## config.mk

```make
export PLATFORM = sky130hd
export DESIGN_NAME = ahb_resp_mux
export DESIGN_NICKNAME = d
export VERILOG_FILES = /design/src/rtl/ahb_resp_mux.sv
export SDC_FILE = /design/constraint.sdc
export NUM_CORES = 1
export LEC_CHECK = 0
export BUFFER_PORTS_ARGS = -buffer_cell sky130_fd_sc_hd__buf_4
export CAP_MARGIN = 20
export CORE_MARGIN = 5
export CORE_UTILIZATION = 29
export CTS_BUF_LIST = sky130_fd_sc_hd__clkbuf_8
export CTS_CLUSTER_DIAMETER = 200
export CTS_CLUSTER_SIZE = 30
export DETAILED_ROUTE_END_ITERATION = 16
export PLACE_DENSITY = 0.89
export SYNTH_ARGS = -nofsm -noshare
export SYNTH_HDL_FRONTEND = slang
export SYNTH_SLANG_ARGS = --single-unit
```

## constraint.sdc

```tcl
create_clock -name HCLK -period 1.7 [get_ports HCLK]
set_clock_uncertainty 0.2 [all_clocks]
set_input_delay 0.255 -clock HCLK [delete_from_list [all_inputs] [get_ports HCLK]]
set_output_delay 0.255 -clock HCLK [all_outputs]
set_load 0.005 [all_outputs]
```

## src/rtl/ahb_resp_mux.sv

```systemverilog
// AHB slave-to-master return path: registers the decoder selects for the data phase,
// routes the owning slave's response to the master, and hosts the unmapped-region default slave.
module ahb_resp_mux #(
  parameter int DATA_WIDTH = 32
) (
  input  logic                  HCLK,
  input  logic                  HRESET,
  input  logic                  HSEL0,
  input  logic                  HSEL1,
  input  logic                  HSEL2,
  input  logic [1:0]            HTRANS,
  input  logic [DATA_WIDTH-1:0] HRDATA0,
  input  logic [DATA_WIDTH-1:0] HRDATA1,
  input  logic [DATA_WIDTH-1:0] HRDATA2,
  input  logic                  HREADYOUT0,
  input  logic                  HREADYOUT1,
  input  logic                  HREADYOUT2,
  input  logic                  HRESP0,
  input  logic                  HRESP1,
  input  logic                  HRESP2,
  output logic [DATA_WIDTH-1:0] HRDATA,
  output logic                  HREADY,
  output logic                  HRESP,
  output logic [2:0]            dsel_dbg_o,
  output logic [1:0]            dstate_dbg_o
);

  // Handshake: the address phase on HSEL*/HTRANS is accepted only on an edge where
  // HREADY=1; while HREADY=0 the data-phase owner and the error sequence are held.
  typedef enum logic [2:0] {SEL_NONE, SEL_S0, SEL_S1, SEL_S2, SEL_DEF} dsel_t;
  typedef enum logic [1:0] {D_IDLE, D_ERR1, D_ERR2} dstate_t;

  dsel_t   dsel_q, dsel_d, dsel_next;
  dstate_t dstate_q, dstate_d;
  logic    hready_int;
  logic    unused_htrans;

  assign unused_htrans = HTRANS[0];

  // Priority only matters if the decoder ever drives more than one select.
  always_comb begin
    dsel_next = SEL_NONE;
    if (HSEL0)          dsel_next = SEL_S0;
    else if (HSEL1)     dsel_next = SEL_S1;
    else if (HSEL2)     dsel_next = SEL_S2;
    else if (HTRANS[1]) dsel_next = SEL_DEF;
  end

  always_comb begin
    dsel_d = dsel_q;
    if (hready_int) dsel_d = dsel_next;
  end

  always_comb begin
    dstate_d = dstate_q;
    unique case (dstate_q)
      D_IDLE:  if (hready_int && dsel_next == SEL_DEF) dstate_d = D_ERR1;
      D_ERR1:  dstate_d = D_ERR2;
      D_ERR2:  dstate_d = (hready_int && dsel_next == SEL_DEF) ? D_ERR1 : D_IDLE;
      default: dstate_d = D_IDLE;
    endcase
  end

  always_ff @(posedge HCLK) begin
    if (HRESET) begin
      dsel_q   <= SEL_NONE;
      dstate_q <= D_IDLE;
    end else begin
      dsel_q   <= dsel_d;
      dstate_q <= dstate_d;
    end
  end

  always_comb begin
    HRDATA     = '0;
    hready_int = 1'b1;
    HRESP      = 1'b0;
    unique case (dsel_q)
      SEL_S0: begin
        HRDATA     = HRDATA0;
        hready_int = HREADYOUT0;
        HRESP      = HRESP0;
      end
      SEL_S1: begin
        HRDATA     = HRDATA1;
        hready_int = HREADYOUT1;
        HRESP      = HRESP1;
      end
      SEL_S2: begin
        HRDATA     = HRDATA2;
        hready_int = HREADYOUT2;
        HRESP      = HRESP2;
      end
      SEL_DEF: begin
        // D_IDLE with DEF owning the data phase cannot occur; treat it as OKAY.
        hready_int = (dstate_q != D_ERR1);
        HRESP      = (dstate_q != D_IDLE);
      end
      default: begin
        HRDATA     = '0;
        hready_int = 1'b1;
        HRESP      = 1'b0;
      end
    endcase
  end

  assign HREADY       = hready_int;
  assign dsel_dbg_o   = dsel_q;
  assign dstate_dbg_o = dstate_q;

endmodule
```

==> impl_results.md <==
* Final layout net count at 412
* Sequential fraction of the synthesis area at 8.88%
* Worst r2r src: dsel_dbg_o[1]
* Synth top area cells: mux2_2 (32%), a22oi_1 (21%), nor2_1 (12%)
* Worst-path clk slew at ~0.04 ns
* Share of cells above drive strength 1 at 79.8%
* Post-synth EDFFs at 0
* Mapped Cells at 150
* Reg power frac at 10.2%
* R2R Setup Slk at -0.06 ns
* Period utilization at 115%
* Clock root cell: clkbuf_8
* R2R cell count at 5
* PD cells at 530 nW/µm²
* WS Path Type: flip-flop to output port
* Detail-routed via count per cell at 5.23
* Final worst path period need at 1.95 ns
* Die width at roughly 72 µm
* DR vias at 1829
* DRC viols at 0
* Logic pwr share at 75.0%
* Non-Filler Instances at 350
* Run status: finished with violations
* # port buffers at 146
* Routability Congestion at just under 0.8
* GRT Residual Overflow at 0
* Final hold vios at 0
* Most frequent cell after synthesis: nor2_1
* Die area at 5230 µm²
* CTS H-tree lvls at 1
* Sw Share at between 30% and 40%
* Layout area overhead at 141%
* Maxcap violations at 0
* Initial Util at 30.3%
* Synth Warn # at 0
* Design Area, Final at 2710 µm²
* Avg WL per Cell at 17.4 µm
* Unrepaired setup endpoints after global routing: yes
* FF+latch count, synth at 5
* Global-route wire length before repair at 8510 µm
* Largest net degree at the start of global routing at 22
* HPWL Detailed at 4310 µm
* Die height at roughly 72 µm
* Post-synth net total at around 260
* Switching Power at 491 µW
* Reg-to-Reg End: dsel_dbg_o[0]
* Area post-placement at 2320 µm²
* Critical Path Start: dsel_dbg_o[1]
* WL final at roughly 6000 µm
* CTS Buf Count at 3
* Failing checks: negative setup slack
* Dpl cells at 340
* Synth cell count leaders: nor2_1 (37), a22oi_1 (32), mux2_2 (32), buf_2 (8), clkbuf_1 (6)
* Synth top area share at 32.0%
* # diodes at 0
* Clock network power share at 14.8%
* FFs w/ async S/R, synth at 0%
* Last element of the critical path: HRDATA[10]
* Routed Antenna Nets at 0
* Yosys top cell by area: mux2_2
* Worst VDD drop at a little over 500 µV
* CTS tree: yes
* DRT iter0 DRCs at 71
* Leak at between 0.001 and 0.0015 µW
* GR Util All Layers at 19.9%
* Cell-internal power at 946 µW
* Crit path launch type: flip-flop
* CORE AREA at 3720 µm²
* CP Data Required Time at around 1.2 ns
* Post-route setup slack at -0.250 ns
* Final setup viols at 34
* Worst Setup End Kind: output port
* Worst-margin pin slew at 0.576 ns
* Clock sink total at 5
* Drt pass-1 iters at 4
* Unique masters post-synth at 27
* Number of global-route vias before repair at between 1.5k and 2k
* Clock tree buffer depth at 2
* Normalized max-slew margin at roughly three fifths
* FP Rows at 22
* # IOs at 148
* Antenna violations before repair at 0
* Worst Hold Class: input port to flip-flop
* Fin. max-slew vios at 0
* Clk_lat worst skew at roughly 0.22 ns
* Top achievable clock speed at just over 0.5 GHz
* Largest fanout on the critical path at 14
* Syn avg cell area at around 7.5 µm²
* Worst EP arrival at 1.49 ns
* Primary FF master, synth: dfxtp_1
* Synthesized area at around 1100 µm²
[power groups by stage]
stage / Sequential [µW] / Clock [µW] / Combinational, µW
after detailed placement: 141 / 0 / 873
final: 146 / 213 / 1080
after CTS: 148 / 216 / 992
after global routing: 148 / 227 / 1160
after global placement: 140 / 0 / 856
after floorplan: 136 / 0 / 392
[metal layers]
metal  vias to the layer above  part of all wire [%]  track usage [%]
met1                       864                    34             19.6
met2                        99                    54             39.5
li1                        858                     -                -
met4                         0                   1.6             5.22
met3                         8                    11             6.09
met5                         -                     0                0
[worst min path at each step]
stage	from	end	slack [ns]	cells past startpoint
2_1_floorplan	HRESET	dstate_dbg_o[1]	0.13	1
3_3_place_gp	HRESET	dstate_dbg_o[1]	0.26	2
3_5_place_dp	HRESET	dstate_dbg_o[1]	0.26	2
4_1_cts	HRESET	dstate_dbg_o[1]	0.03	2
5_1_grt	HRESET	dstate_dbg_o[1]	0.05	2
6_report	HRESET	dstate_dbg_o[1]	0.04	2
[logic make-up (layout without fill, tap and decap cells)]
family / count (synthesis) / after routing / synth area share, %
DFF: 5 / 5 / 8.88
and+or+nand+nor: 48 / 48 / 19.2
muxes: 35 / 35 / 34.6
buffers and inverters: 21 / 173 / 8.88
AOI/OAI and AO/OA: 41 / 41 / 28.4
[state kept, by name, summed over array words and instances, names as in the netlist]
name,cells
dsel_dbg_o,3
dstate_dbg_o,2
[metrics by stage]
stage / hold slack (ns) / total power [µW] / setup slack [ns] / TNS [ns] / utilization, %
floorplan: 0.127 / 527 / -0.0444 / -1.18 / -
global placement: 0.258 / 996 / -0.0234 / -0.0315 / 62.5
global route: 0.0490 / 1530 / -0.312 / -8.36 / 73.0
CTS: 0.0339 / 1360 / -0.260 / -6.78 / 69.4
detailed placement: 0.259 / 1010 / -0.0607 / -0.310 / 62.5
finish: 0.0436 / 1440 / -0.250 / -6.33 / 73.0
[critical path, cell delays in order, from the launching register on]
cell and delay (ns):
dfxtp_4 0.40, buf_12 0.16, mux2_2 0.36, a22oi_1 0.15, nor2_1 0.06, buf_4 0.14
[timing repair]
action | CTS | global route
setup buffers | 1 | 4
gates resized for setup | 42 | 25
endpoints found under the setup margin | 37 | 38
hold buffers | 0 | 0
cloned | 1 | 0
endpoints found under the hold margin | 0 | 0
pin swaps | 0 | 3
[placed cells by master, fill, tap and decap left out, types with 2 or more instances in the layout]
cell type and instances:
mux2i_1 3, buf_4 156, mux2_2 16, dfxtp_1 2, dfxtp_4 3, nand2_1 2
buf_6 3, a22oi_1 2, nor2_1 37, clkbuf_8 3, a22oi_2 30, nor3_2 2
buf_12 4, inv_1 5, mux2_4 16
[final cells by class]
cell class	count	area (µm²)
multi-input combinational	124	1160
inverter	5	21.3
fill	291	1000
sequential	5	111
clock inverter	1	3.75
timing repair buffer	164	1310
tap	48	60.1
clock buffer	3	41.3
(Power assumes the default switching activity.)
